File: src/rtl/spi_master.sv
// SPI mode-0 master: shifts one PACKET_WIDTH-bit packet MSB first, framed by an active-low SSEL.
// Define SPI_MASTER_BURST_EN to allow back-to-back packets without releasing SSEL.
`timescale 1ns/1ps
module spi_master #(
  parameter int WORD_WIDTH   = 36,
  parameter int PACKET_WIDTH = WORD_WIDTH + 4,
  parameter int CLK_DIV      = 4
) (
  input  logic                    clk,
  input  logic                    reset_n,
  input  logic [PACKET_WIDTH-1:0] tx_data,
  input  logic                    start,
  output logic                    busy,
  output logic [PACKET_WIDTH-1:0] rx_data,
  output logic                    rx_valid,
  output logic                    spi_SCLK,
  output logic                    spi_SSEL,
  output logic                    spi_MOSI,
  input  logic                    spi_MISO
);

  localparam int DW = 8;
  localparam int BW = $clog2(PACKET_WIDTH + 1);
  localparam logic [DW-1:0] DIV_LAST = DW'(CLK_DIV - 1);
  localparam logic [BW-1:0] BIT_TOP  = BW'(PACKET_WIDTH - 1);

  typedef enum logic [2:0] {IDLE, SETUP, SHIFT_HI, SHIFT_LO, GAP} state_t;

  state_t                  state_q, state_d;
  logic [DW-1:0]           div_q, div_d;
  logic [BW-1:0]           bit_q, bit_d;
  logic [PACKET_WIDTH-1:0] tx_q, tx_d;
  logic [PACKET_WIDTH-1:0] rx_shift_q, rx_shift_d;
  logic [PACKET_WIDTH-1:0] rx_data_q, rx_data_d;
  logic                    sclk_q, sclk_d;
  logic                    ssel_q, ssel_d;
  logic                    mosi_q, mosi_d;
  logic                    busy_q, busy_d;
  logic                    rx_valid_q, rx_valid_d;
  logic                    div_done;

  assign div_done = (div_q == DIV_LAST);

  always_comb begin
    state_d    = state_q;
    div_d      = div_done ? '0 : div_q + 1'b1;
    bit_d      = bit_q;
    tx_d       = tx_q;
    rx_shift_d = rx_shift_q;
    rx_data_d  = rx_data_q;
    sclk_d     = sclk_q;
    ssel_d     = ssel_q;
    mosi_d     = mosi_q;
    busy_d     = busy_q;
    rx_valid_d = 1'b0;

    case (state_q)
      IDLE: begin
        div_d = '0;
        if (start) begin
          state_d    = SETUP;
          tx_d       = tx_data;
          bit_d      = BIT_TOP;
          rx_shift_d = '0;
          ssel_d     = 1'b0;
          busy_d     = 1'b1;
          mosi_d     = tx_data[PACKET_WIDTH-1];
        end
      end
      SETUP: begin
        if (div_done) begin
          state_d    = SHIFT_HI;
          sclk_d     = 1'b1;
          rx_shift_d = {rx_shift_q[PACKET_WIDTH-2:0], spi_MISO};
        end
      end
      SHIFT_HI: begin
        if (div_done) begin
          state_d = SHIFT_LO;
          sclk_d  = 1'b0;
          // The last bit holds MOSI through its low half; there is no lower bit to present.
          if (bit_q != '0) begin
            mosi_d = tx_q[bit_q - 1'b1];
          end
        end
      end
      SHIFT_LO: begin
        if (div_done) begin
          if (bit_q != '0) begin
            state_d    = SHIFT_HI;
            sclk_d     = 1'b1;
            bit_d      = bit_q - 1'b1;
            rx_shift_d = {rx_shift_q[PACKET_WIDTH-2:0], spi_MISO};
          end else begin
            rx_data_d  = rx_shift_q;
            rx_valid_d = 1'b1;
`ifdef SPI_MASTER_BURST_EN
            // Chained packet: SSEL stays low and the setup half-period is reused before the first edge.
            if (start) begin
              state_d    = SETUP;
              tx_d       = tx_data;
              bit_d      = BIT_TOP;
              rx_shift_d = '0;
              mosi_d     = tx_data[PACKET_WIDTH-1];
            end else begin
              state_d = GAP;
              ssel_d  = 1'b1;
              mosi_d  = 1'b0;
            end
`else
            state_d = GAP;
            ssel_d  = 1'b1;
            mosi_d  = 1'b0;
`endif
          end
        end
      end
      GAP: begin
        if (div_done) begin
          state_d = IDLE;
          busy_d  = 1'b0;
        end
      end
      default: begin
        state_d = IDLE;
        div_d   = '0;
      end
    endcase
  end

  always_ff @(posedge clk or negedge reset_n) begin
    if (!reset_n) begin
      state_q    <= IDLE;
      div_q      <= '0;
      bit_q      <= '0;
      tx_q       <= '0;
      rx_shift_q <= '0;
      rx_data_q  <= '0;
      sclk_q     <= 1'b0;
      ssel_q     <= 1'b1;
      mosi_q     <= 1'b0;
      busy_q     <= 1'b0;
      rx_valid_q <= 1'b0;
    end else begin
      state_q    <= state_d;
      div_q      <= div_d;
      bit_q      <= bit_d;
      tx_q       <= tx_d;
      rx_shift_q <= rx_shift_d;
      rx_data_q  <= rx_data_d;
      sclk_q     <= sclk_d;
      ssel_q     <= ssel_d;
      mosi_q     <= mosi_d;
      busy_q     <= busy_d;
      rx_valid_q <= rx_valid_d;
    end
  end

  assign busy     = busy_q;
  assign rx_data  = rx_data_q;
  assign rx_valid = rx_valid_q;
  assign spi_SCLK = sclk_q;
  assign spi_SSEL = ssel_q;
  assign spi_MOSI = mosi_q;

endmodule
File: config.mk
export PLATFORM = sky130hd
export DESIGN_NAME = spi_master
export DESIGN_NICKNAME = d
export VERILOG_FILES = /design/src/rtl/spi_master.sv
export SDC_FILE = /design/constraint.sdc
export NUM_CORES = 1
export LEC_CHECK = 0
export ABC_AREA = 1
export CORE_MARGIN = 2
export CORE_UTILIZATION = 50
export DETAILED_ROUTE_END_ITERATION = 8
export HOLD_SLACK_MARGIN = 0.02
export PLACE_DENSITY_LB_ADDON = 0.2
export SKIP_CTS_REPAIR_TIMING = 1
export SLEW_MARGIN = 0
export SYNTH_ARGS = -nofsm -noshare
export SYNTH_HDL_FRONTEND = slang
export SYNTH_SLANG_ARGS = --single-unit
File: constraint.sdc
create_clock -name clk -period 2.9 [get_ports clk]
set_clock_uncertainty 0.1 [all_clocks]
set_input_delay 0.725 -clock clk [delete_from_list [all_inputs] [get_ports clk]]
set_output_delay 0.725 -clock clk [all_outputs]
set_load 0.03 [all_outputs]
After elaboration in Yosys (flattened, before gate mapping)
Index checks and enable logic that the tools add are counted.
{"block": "totals", "regBits": 142, "latchBits": 0, "ram_bits": 0, "romBits": 0, "inputBits": 44, "out_inout_bits": 45, "word_cells": 85, "mem_count": 0}
{"block": "classes", "n_addsub": 2, "n_mul": 0, "div_mod_pow": 0, "n_lt_le_gt_ge": 1, "n_eq_ne": 13, "shifts": 0, "n_mux": 40, "bitwise": 1, "reduce_logical": 17}
{"operator": "$mux W40", "n": 4}
{"operator": "$pmux W40 S3", "n": 1}
{"operator": "$mux W3", "n": 6}
{"operator": "$mux W6", "n": 3}
{"operator": "$mux W1", "n": 17}
{"operator": "$mux W8", "n": 2}
{"operator": "$ne A2 B2 Y1 const B", "n": 8}
{"operator": "$pmux W3 S5", "n": 1}
{"operator": "$reduce_and A5 Y1", "n": 3}
{"operator": "$pmux W6 S2", "n": 1}
{"operator": "$reduce_bool A3 Y1", "n": 3}
{"operator": "$add A8 B1 Y8 const B", "n": 1}
{"operator": "$eq A8 B2 Y1 const B", "n": 1}
{"operator": "$reduce_and A4 Y1", "n": 2}
{"operator": "$lt A6 B7 Y1 const B", "n": 1}
{"operator": "$bmux W1 S6", "n": 1}
{"operator": "$eq A3 B2 Y1 const B", "n": 2}
{"operator": "$pmux W1 S3", "n": 2}
{"operator": "$reduce_and A3 Y1", "n": 2}
{"operator": "$reduce_and A6 Y1", "n": 1}
{"operator": "$reduce_bool A6 Y1", "n": 1}
{"operator": "$sub A6 B1 Y6 const B", "n": 1}
{"operator": "$pmux W1 S2", "n": 2}
{"operator": "$reduce_bool A2 Y1", "n": 2}
{"operator": "6 further kinds", "n": 6}

Depth between registers and ports, before layout
Gate-level depths: netlist (run 1).
{"block": "depth", "depth_word": 6, "ltp_mapped": 13, "ltp_nobuf": 12}

Worst setup path before layout (run 1)
OpenSTA, ideal clock, no wires.
{"block": "synth_timing", "path_type": "reg-to-reg", "start": "register bit_q[0]", "end": "register rx_data_q[0] (netlist: rx_data[0])", "setup_ps": 121, "arrival_ps": 1930, "required_time_ps": 2679, "setup_slack_ps": 749, "stages_incl_launch_ff": 14, "n_path_buf": 2, "period_less_slack_ps": 2151, "path_cell_list": "dfrtp_1 > inv_1 > clkbuf_1 > ha_1 > nand3_1 > inv_1 > nand3_1 > nor2_4 > inv_2 > nor2_2 > inv_2 > buf_2 > nand2_1 > o21ai_1"}
{"block": "synth_between", "elab_chain_len": 3}
{"element": "from (decl)", "line": "31", "source": "logic [BW-1:0] bit_q, bit_d;"}
{"element": "from (signal assigned)", "line": "147", "source": "bit_q <= bit_d;"}
{"element": "$reduce_bool A6 Y1", "line": "89", "source": "if (bit_q != '0) begin"}
{"element": "$not A1 Y1 (no line)"}
{"element": "$reduce_and A3 Y1 (no line)"}
{"element": "to (signal assigned)", "line": "150", "source": "rx_data_q <= rx_data_d;"}
{"element": "to (decl)", "line": "34", "source": "logic [PACKET_WIDTH-1:0] rx_data_q, rx_data_d;"}
No other way between the ends.
A chain may end at the register's enable or synchronous reset.

Worst setup path in the final report (run 1)
{"block": "layout_timing", "start": "register ssel_q (netlist: spi_SSEL)", "end": "output spi_SSEL"}
{"element": "from (decl)", "line": "36", "source": "logic ssel_q, ssel_d;"}
{"element": "from (signal assigned)", "line": "152", "source": "ssel_q <= ssel_d;"}
{"element": "to (decl)", "line": "17", "source": "output logic spi_SSEL,"}
No word-level cell between the ends.

==> results.sh, run 1 <==
export IMPL_worstSetupEndpoint="spi_SSEL"
export IMPL_die_area_um2=13100
export IMPL_core_um2=12000
export IMPL_start_util_pct=50.9
export IMPL_yosys_warnings=0
export IMPL_cp_max_fo=2
export IMPL_ios=89
export IMPL_path_clk_slew_ns=0.06
export IMPL_synthMuxAreaShare_pct=0.164
export IMPL_crit_required_ns=2.08
export IMPL_hpwl_um=8250
export IMPL_synth_compound_area_share_pct=9.29
export IMPL_grt_max_degree=81
export IMPL_diodes=0
export IMPL_clock_tree_buffer_depth=2
export IMPL_hold_ws_ns=0.164
export IMPL_synth_area_um2=6090
export IMPL_nNetsFinal=833
export IMPL_r2r_start="bit_q[1]"
export IMPL_grt_pass1_wl_um=21600
export IMPL_n_fill_cell=1011
export IMPL_cts_buffers=17
export IMPL_synth_xor_area_share_pct=0.575
export IMPL_die_h_um=114
export IMPL_worst_pin_slew_ns=0.633
export IMPL_hold_class="in -> async"
export IMPL_place_area_um2=7080
export IMPL_htree_levels=4
export IMPL_postSynthCellCount=705
export IMPL_syn_to_final_growth_pct=26.1
export IMPL_setup_violations_final=0
export IMPL_slew_viol_final=0
export IMPL_rows=40
export IMPL_cts_root_buf="clkbuf_16"
export IMPL_cp_cell_sequence="clkdlybuf4s50_1"
export IMPL_drtPass1Iterations=5
export IMPL_max_freq_mhz=412
export IMPL_synth_adder_area_share_pct=0.411
export IMPL_wl_per_cell_um=13.5
export IMPL_synth_top_family_by_area="simple AND/OR/NAND/NOR gates"
export IMPL_clock_sinks=142
export IMPL_worst_r2r_cell_count=12
export IMPL_leakage_nw=3.54
export IMPL_slowest_stage="clkdlybuf4s50_1"
export IMPL_cpLargestDelayFamily="buffers and inverters"
export IMPL_grt_use_total_pct=20.9
export IMPL_totalWireLength_um=12800
export IMPL_maxCapViolCount=0
export IMPL_rsz0062_at_grt="no"
export IMPL_drt_vias_per_instance=5.11
export IMPL_overflow=0
export IMPL_cp_depth=1
export IMPL_start_kind="flip-flop"
export IMPL_max_slew_margin_pct=57.7
export IMPL_die_w_um=114
export IMPL_synth_nets=751
export IMPL_port_buffers=88
export IMPL_ant_nets=0
export IMPL_yosys_area_share_simple_pct=23.9
export IMPL_stdcell_area_um2=7680
export IMPL_cts_tree="built"
export IMPL_status="complete, no violations"
export IMPL_drive_gt1_share_pct=7.25
export IMPL_grt_pass1_vias=4665
export IMPL_antenna_found_initial=0
export IMPL_power_density_nw_per_um2=885
export IMPL_slowest_delay_ns=0.66
export IMPL_seq_area_frac_synth_pct=58.4
export IMPL_setup_tns_ns=0
export IMPL_critical_path_buf_inv_count=1
export IMPL_worstSkewPairLatency_ns=0.42
export IMPL_ir_drop_v=0.000427
export IMPL_drc=0
export IMPL_gp_congestion=0.902
export IMPL_reg2reg_to="rx_data[14]"
export IMPL_synth_seq_cells=142
export IMPL_hold_viol=0
export IMPL_via_count=4838
export IMPL_ys_types=33
export IMPL_critPathLaunch="spi_SSEL"
export IMPL_crit_path_end_kind="output port"
export IMPL_criticalPathCategory="reg -> out"
export IMPL_timing_final_crit_share_pct=83.8
export IMPL_syn_area_per_cell_um2=8.64
export IMPL_dr_first_iter_drc_count=383
export IMPL_cp_data_arrival_time_ns=1.60
export IMPL_reg2reg_slack_ns=0.52
export IMPL_period_minus_slack_ns=2.43
[cell usage in the layout (no fill, tap or decap), types with 4 or more instances in the layout]
cell             synthesis  layout
nand3_1                 83      83
nor2_4                   4       4
buf_4                    1       6
nand2_1                220     220
inv_2                    6       6
dfrtp_1                141     141
clkbuf_8                 0       4
nor2_1                  28      28
o21ai_0                 40      40
clkbuf_16                0      17
clkinv_2                 0       4
o21ai_1                 50      50
clkdlybuf4s50_1          0      87
a21oi_1                  9       9
inv_1                   65      65
[how the worst min path moves through the flow]
stage               startpoint           to  slack [ns]  cells after the start
floorplan              reset_n     bit_q[0]        0.33                      0
global placement      div_q[0]     div_q[0]        0.35                      1
detailed placement    div_q[0]     div_q[0]        0.36                      1
CTS                    reset_n  rx_data[26]        0.19                      1
global route           reset_n  rx_data[26]        0.20                      1
finish                 reset_n  rx_data[26]        0.16                      1
[metrics by stage]
| step | worst slack (ns) | power (mW) | util (%) | instances |
|---|---|---|---|---|
| after floorplan | 0.749 | 4.16 | - | 705 |
| after global placement | 0.552 | 4.59 | 59.2 | 915 |
| after detailed placement | 0.455 | 4.65 | 59.2 | 915 |
| after CTS | 0.453 | 6.84 | 64.2 | 947 |
| after global routing | 0.296 | 7.25 | 64.2 | 947 |
| final | 0.471 | 6.80 | 64.2 | 947 |
[where the power goes]
part	total (mW)	internal (mW)	leakage, nW	switching, mW
Combinational	2.06	0.695	1.37	1.36
Clock	2.17	1.35	0.288	0.818
Sequential	2.57	2.36	1.88	0.211
Total	6.80	4.41	3.54	2.39
[sequential cells by signal (all words and copies together), names as in the netlist]
name and flops:
rx_data 40, rx_shift_q 40, tx_q 40, div_q 8, bit_q 6, state_q 3, busy 1, rx_valid 1
spi_MOSI 1, spi_SCLK 1, spi_SSEL 1
[cells in the mapped netlist, drive strengths merged]
cell | count | area, um2
nand2 | 222 | 843
dfrtp | 141 | 3530
o21ai | 90 | 450
nand3 | 83 | 415
inv | 71 | 267
nor2 | 34 | 163
clkbuf | 21 | 82.6
buf | 13 | 92.6
a21oi | 10 | 61.3
xor2 | 3 | 26.3
ha | 2 | 25.0
nor3 | 2 | 10.0
nor3b | 2 | 15.0
o22ai | 2 | 12.5
a211oi | 1 | 20.0
a21o | 1 | 7.51
a31oi | 1 | 6.26
clkinv | 1 | 3.75
dfstp | 1 | 26.3
mux2i | 1 | 10.0
nor4 | 1 | 6.26
o21a | 1 | 7.51
xnor2 | 1 | 8.76
[routing by layer]
metal  global-route usage (%)  wire length [um]  up-vias
met1                     27.0              5770     2274
met2                     34.3              6240      136
li1                         -                 -     2407
met3                     4.82               566       21
met4                     8.54               255        0
met5                        0                 0        -
[layout make-up]
cell class / count / area (um2) / share of cell area, %
inverters: 72 / 270 / 3.52
clock buffers: 22 / 484 / 6.30
clock inverters: 10 / 111 / 1.45
well taps: 147 / 184 / 2.39
flip-flops and latches: 142 / 3550 / 46.3
multi-input cells: 457 / 2090 / 27.2
repair buffers: 97 / 987 / 12.9
[cell families after synthesis]
logic type      Yosys count
simple gates            344
xor+xnor                  4
buf+inv                 106
flops                   142
compound gates          106
mux                       1
fa+ha+maj                 2
(Power assumes the default switching activity.)
==> run 2, diff against run 1 <==
==> constraint.sdc (replaced) <==
create_clock -name clk -period 2.25 [get_ports clk]
set_clock_uncertainty 0.1 [all_clocks]
set_input_delay 0.5625 -clock clk [delete_from_list [all_inputs] [get_ports clk]]
set_output_delay 0.5625 -clock clk [all_outputs]
set_load 0.03 [all_outputs]
==> run 2 against run 1 <==
  * Via count is 0.25% higher
  * Setup slack worse by 0.34 ns
  * Clock power is 24% higher
  * First-iteration DRC count is 14% lower
  * Combinational power is 32% higher
  * Final cell count is 0.74% higher
  * Sequential power is 29% higher
  * Non-clock buffer count is 8 higher
==> results.sh, run 2 (synthesis gave the netlist of run 1 again) <==
export IMPL_max_freq_mhz=471
export IMPL_path_clk_slew_ns=0.06
export IMPL_power_density_nw_per_um2=1130
export IMPL_cts_root_buf="clkbuf_16"
export IMPL_power_total_mw=8.72
export IMPL_mostFrequentLayoutCells="nand2_1, dfrtp_1, clkdlybuf4s50_1, nand3_1, inv_1"
export IMPL_grt_max_degree=81
export IMPL_ir_drop_v=0.000559
export IMPL_layout_setup_ws_ns=0.129
export IMPL_status="complete, no violations"
export IMPL_timing_final_crit_share_pct=94.3
export IMPL_place_area_um2=7140
export IMPL_wl_per_cell_um=13.0
export IMPL_drive_gt1_share_pct=8.05
export IMPL_hold_viol=0
export IMPL_cp_max_fo=2
export IMPL_seqPwrFrac_pct=37.9
export IMPL_drtPass1Iterations=5
export IMPL_htree_levels=4
export IMPL_period_minus_slack_ns=2.12
export IMPL_via_count=4850
export IMPL_syn_to_final_growth_pct=27.3
export IMPL_dr_first_iter_drc_count=330
export IMPL_dp_cells=921
export IMPL_die_w_um=114
export IMPL_port_buffers=88
export IMPL_crit_required_ns=1.59
export IMPL_hpwl_um=8330
export IMPL_maxCapViolCount=0
export IMPL_leakage_nw=3.58
export IMPL_fin_cells=954
export IMPL_grt_use_total_pct=20.9
export IMPL_cp_data_arrival_time_ns=1.46
export IMPL_grt_pass1_vias=4798
export IMPL_slew_viol_final=0
export IMPL_gp_congestion=0.831
export IMPL_slowest_stage="clkdlybuf4s50_1"
export IMPL_antenna_found_initial=0
export IMPL_overflow=0
export IMPL_ant_nets=0
export IMPL_hold_class="reg -> reg"
export IMPL_clock_tree_buffer_depth=2
export IMPL_final_common_cell="nand2_1"
export IMPL_critical_path_buf_inv_count=1
export IMPL_cpLargestDelayFamily="buffers and inverters"
export IMPL_p_clk_share_pct=30.9
export IMPL_cp_cell_sequence="clkdlybuf4s50_1"
export IMPL_ios=89
export IMPL_drt_vias_per_instance=5.08
export IMPL_cts_tree="built"
export IMPL_totalWireLength_um=12400
export IMPL_die_h_um=114
export IMPL_criticalPathCategory="reg -> out"
export IMPL_slowest_delay_ns=0.68
export IMPL_cts_buffers=17
export IMPL_worst_pin_slew_ns=0.434
export IMPL_worstSkewPairLatency_ns=0.41
export IMPL_combPwrFrac_pct=31.1
export IMPL_stdcell_area_um2=7750
export IMPL_power_internal_mw=5.63
export IMPL_rows=40
export IMPL_pre_cts_slack_ns=0.0777
export IMPL_core_um2=12000
export IMPL_nNetsFinal=841
export IMPL_p_sw_share_pct=35.4
export IMPL_start_kind="flip-flop"
export IMPL_max_slew_margin_pct=71.1
export IMPL_rsz0062_at_grt="no"
export IMPL_grt_pass1_wl_um=21900
export IMPL_setup_violations_final=0
export IMPL_p_switching_mw=3.08
export IMPL_clock_sinks=142
export IMPL_diodes=0
export IMPL_crit_path_end_kind="output port"
export IMPL_die_area_um2=13100
export IMPL_drc=0
export IMPL_start_util_pct=50.9
==> run 2: cell count changes in the layout (fill, tap and decap cells not counted) <==
cell / previous run / this run
dlygate4sd3_1: 0 / 1
buf_12: 3 / 5
clkinvlp_4: 3 / 2
buf_4: 6 / 11
inv_6: 0 / 4
clkbuf_8: 4 / 0
clkdlybuf4s50_1: 87 / 86
nand3_2: 0 / 1
dlymetal6s2s_1: 0 / 1
nand3_1: 83 / 82
==> run 2: metrics by stage <==
step	hold WS (ns)	util [%]	setup TNS, ns
4_1_cts	-0.0141	64.5	-0.0250
6_report	0.371	64.8	0
3_5_place_dp	0.364	59.7	0
2_1_floorplan	0.167	-	0
3_3_place_gp	0.351	59.7	0
5_1_grt	0.382	64.8	0
==> run 2: layout make-up <==
type	count	area (um2)
repair buffers	105	1080
well taps	147	184
clock inverters	13	139
flip-flops and latches	142	3550
inverters	72	270
clock buffers	18	429
fillers	989	4210
multi-input cells	457	2090
==> run 2: power groups by stage <==
stage | sequential, mW | combinational [mW] | clock (mW)
4_1_cts | 3.30 | 2.73 | 2.74
3_3_place_gp | 3.33 | 2.66 | 0
5_1_grt | 3.36 | 3.11 | 2.88
6_report | 3.31 | 2.71 | 2.70
2_1_floorplan | 3.33 | 2.03 | 0
3_5_place_dp | 3.34 | 2.71 | 0
==> run 2: path summary, 6_finish.rpt <==
path / start / end / slack (ns) / cells after the start
max: rx_data[4] / rx_data[4] / 0.13 / 1
min: div_q[0] / div_q[0] / 0.37 / 1
max reg2reg: bit_q[1] / rx_data[3] / 0.19 / 12
min reg2reg: div_q[0] / div_q[0] / 0.37 / 1
max in group asynchronous: reset_n / tx_q[36] / 0.81 / 3
min in group asynchronous: reset_n / rx_data[24] / 0.55 / 2
==> run 2: metal layers <==
| layer | global-route usage, % | vias up | routed length [um] |
|---|---|---|---|
| met5 | 0 | - | 0 |
| met1 | 27.7 | 2275 | 5790 |
| met3 | 4.92 | 14 | 542 |
| li1 | - | 2432 | - |
| met2 | 33.9 | 129 | 5960 |
| met4 | 7.48 | 0 | 136 |
==> run 3, diff against run 2 <==
--- a/config.mk
+++ b/config.mk
@@ -7,7 +7,7 @@
 export LEC_CHECK = 0
 export ABC_AREA = 1
 export CORE_MARGIN = 2
-export CORE_UTILIZATION = 50
+export CORE_UTILIZATION = 45
 export DETAILED_ROUTE_END_ITERATION = 8
 export HOLD_SLACK_MARGIN = 0.02
 export PLACE_DENSITY_LB_ADDON = 0.2
==> run 3 against run 2 <==
  * Total power is 3.7% higher
  * Final area is 1.1% higher
  * Clock power is 10% higher
  * Global-route usage is 1.5 points lower
  * Critical endpoint is now rx_data[35]
  * Largest cell class unchanged
==> results.sh, run 3 (synthesis gave the netlist of run 1 again) <==
export IMPL_drt_vias_per_instance=4.93
export IMPL_criticalPathCategory="reg -> out"
export IMPL_drive_gt1_share_pct=8.06
export IMPL_cp_data_arrival_time_ns=1.49
export IMPL_worst_r2r_cell_count=12
export IMPL_hold_ws_ns=0.361
export IMPL_worst_pin_slew_ns=0.426
export IMPL_via_count=4844
export IMPL_overflow=0
export IMPL_critical_path_buf_inv_count=1
export IMPL_crit_path_end_kind="output port"
export IMPL_period_minus_slack_ns=2.15
export IMPL_antenna_found_initial=0
export IMPL_htree_levels=4
export IMPL_drtPass1Iterations=5
export IMPL_grt_use_total_pct=19.3
export IMPL_port_buffers=88
export IMPL_slowest_stage="clkdlybuf4s50_1"
export IMPL_rows=42
export IMPL_worstSkewPairLatency_ns=0.42
export IMPL_core_um2=13200
export IMPL_max_slew_margin_pct=71.3
export IMPL_cp_max_fo=2
export IMPL_cp_cell_sequence="clkdlybuf4s50_1"
export IMPL_timing_final_crit_share_pct=95.7
export IMPL_die_h_um=120
export IMPL_layout_setup_ws_ns=0.0967
export IMPL_wl_per_cell_um=13.2
export IMPL_mostFrequentLayoutCells="nand2_1, dfrtp_1, clkdlybuf4s50_1, nand3_1, inv_1"
export IMPL_cts_root_buf="clkbuf_16"
export IMPL_grt_pass1_wl_um=22400
export IMPL_start_util_pct=46.0
export IMPL_slew_viol_final=0
export IMPL_hold_depth=1
export IMPL_crit_required_ns=1.59
export IMPL_fin_cells=982
export IMPL_ios=89
export IMPL_dr_first_iter_drc_count=345
export IMPL_rsz0062_at_grt="no"
export IMPL_die_area_um2=14500
export IMPL_clock_tree_buffer_depth=2
export IMPL_drc=0
export IMPL_hpwl_um=8620
export IMPL_setup_tns_ns=0
export IMPL_ir_drop_v=0.000583
export IMPL_wl_met2_um=6340
export IMPL_gp_congestion=0.901
export IMPL_slowest_delay_ns=0.69
export IMPL_pre_cts_slack_ns=0.0548
export IMPL_cpLargestDelayFamily="buffers and inverters"
export IMPL_start_kind="flip-flop"
export IMPL_die_w_um=120
export IMPL_wl_met3_um=556
export IMPL_hold_viol=0
export IMPL_power_density_nw_per_um2=1160
export IMPL_grt_max_degree=81
export IMPL_diodes=0
export IMPL_maxCapViolCount=0
export IMPL_ant_nets=0
export IMPL_clock_sinks=142
export IMPL_route_layer_met1_wl_um=5860
export IMPL_path_clk_slew_ns=0.06
export IMPL_cts_buffers=17
export IMPL_dp_cells=950
export IMPL_leakage_nw=3.60
export IMPL_setup_violations_final=0
export IMPL_status="complete, no violations"
export IMPL_final_common_cell="nand2_1"
export IMPL_top_layer_used="met4"
export IMPL_grt_pass1_vias=4830
export IMPL_nNetsFinal=840
export IMPL_totalWireLength_um=13000
export IMPL_cp_depth=1
export IMPL_max_freq_mhz=464
export IMPL_hold_class="reg -> reg"
export IMPL_syn_to_final_growth_pct=28.6
export IMPL_cts_tree="built"
run 3: cell count changes in the layout (fill, tap and decap cells not counted), moves of 2 or more:
cell and delta:
bufinv_16 +2, clkbuf_8 +3, clkinv_2 -2, inv_6 -4
run 3: stage by stage:
| stage | area, um2 | total power, mW | util (%) |
|---|---|---|---|
| floorplan | 6090 | 5.36 | - |
| global placement | 7180 | 6.00 | 54.2 |
| detailed placement | 7180 | 6.09 | 54.2 |
| CTS | 7810 | 9.10 | 59.0 |
| global route | 7830 | 9.66 | 59.1 |
| finish | 7830 | 9.04 | 59.1 |
run 3: layer usage:
layer / global-route usage (%) / vias up
met2: 32.4 / 128
li1: - / 2433
met3: 4.25 / 18
met4: 7.49 / 0
met5: 0 / -
met1: 24.6 / 2265
run 3: report_power, final:
group	leakage, nW	internal, mW	switching, mW	total, mW
combinational	1.42	0.965	1.80	2.77
sequential	1.88	3.04	0.270	3.31
clock	0.301	1.93	1.03	2.97
run 3: final cells by class:
type | count | area (um2)
clock buffers | 21 | 470
clock inverters | 10 | 161
fillers | 1175 | 5410
inverters | 72 | 270
multi-input cells | 457 | 2100
flip-flops and latches | 142 | 3550
well taps | 176 | 220
repair buffers | 104 | 1060
run 3: final timing paths:
check	from	endpoint	slack (ns)
max	rx_data[35]	rx_data[35]	0.1
min	div_q[0]	div_q[0]	0.36
max reg2reg	bit_q[1]	rx_data[0]	0.19
min reg2reg	div_q[0]	div_q[0]	0.36
max in group asynchronous	reset_n	rx_shift_q[3]	0.82
min in group asynchronous	reset_n	rx_data[26]	0.52
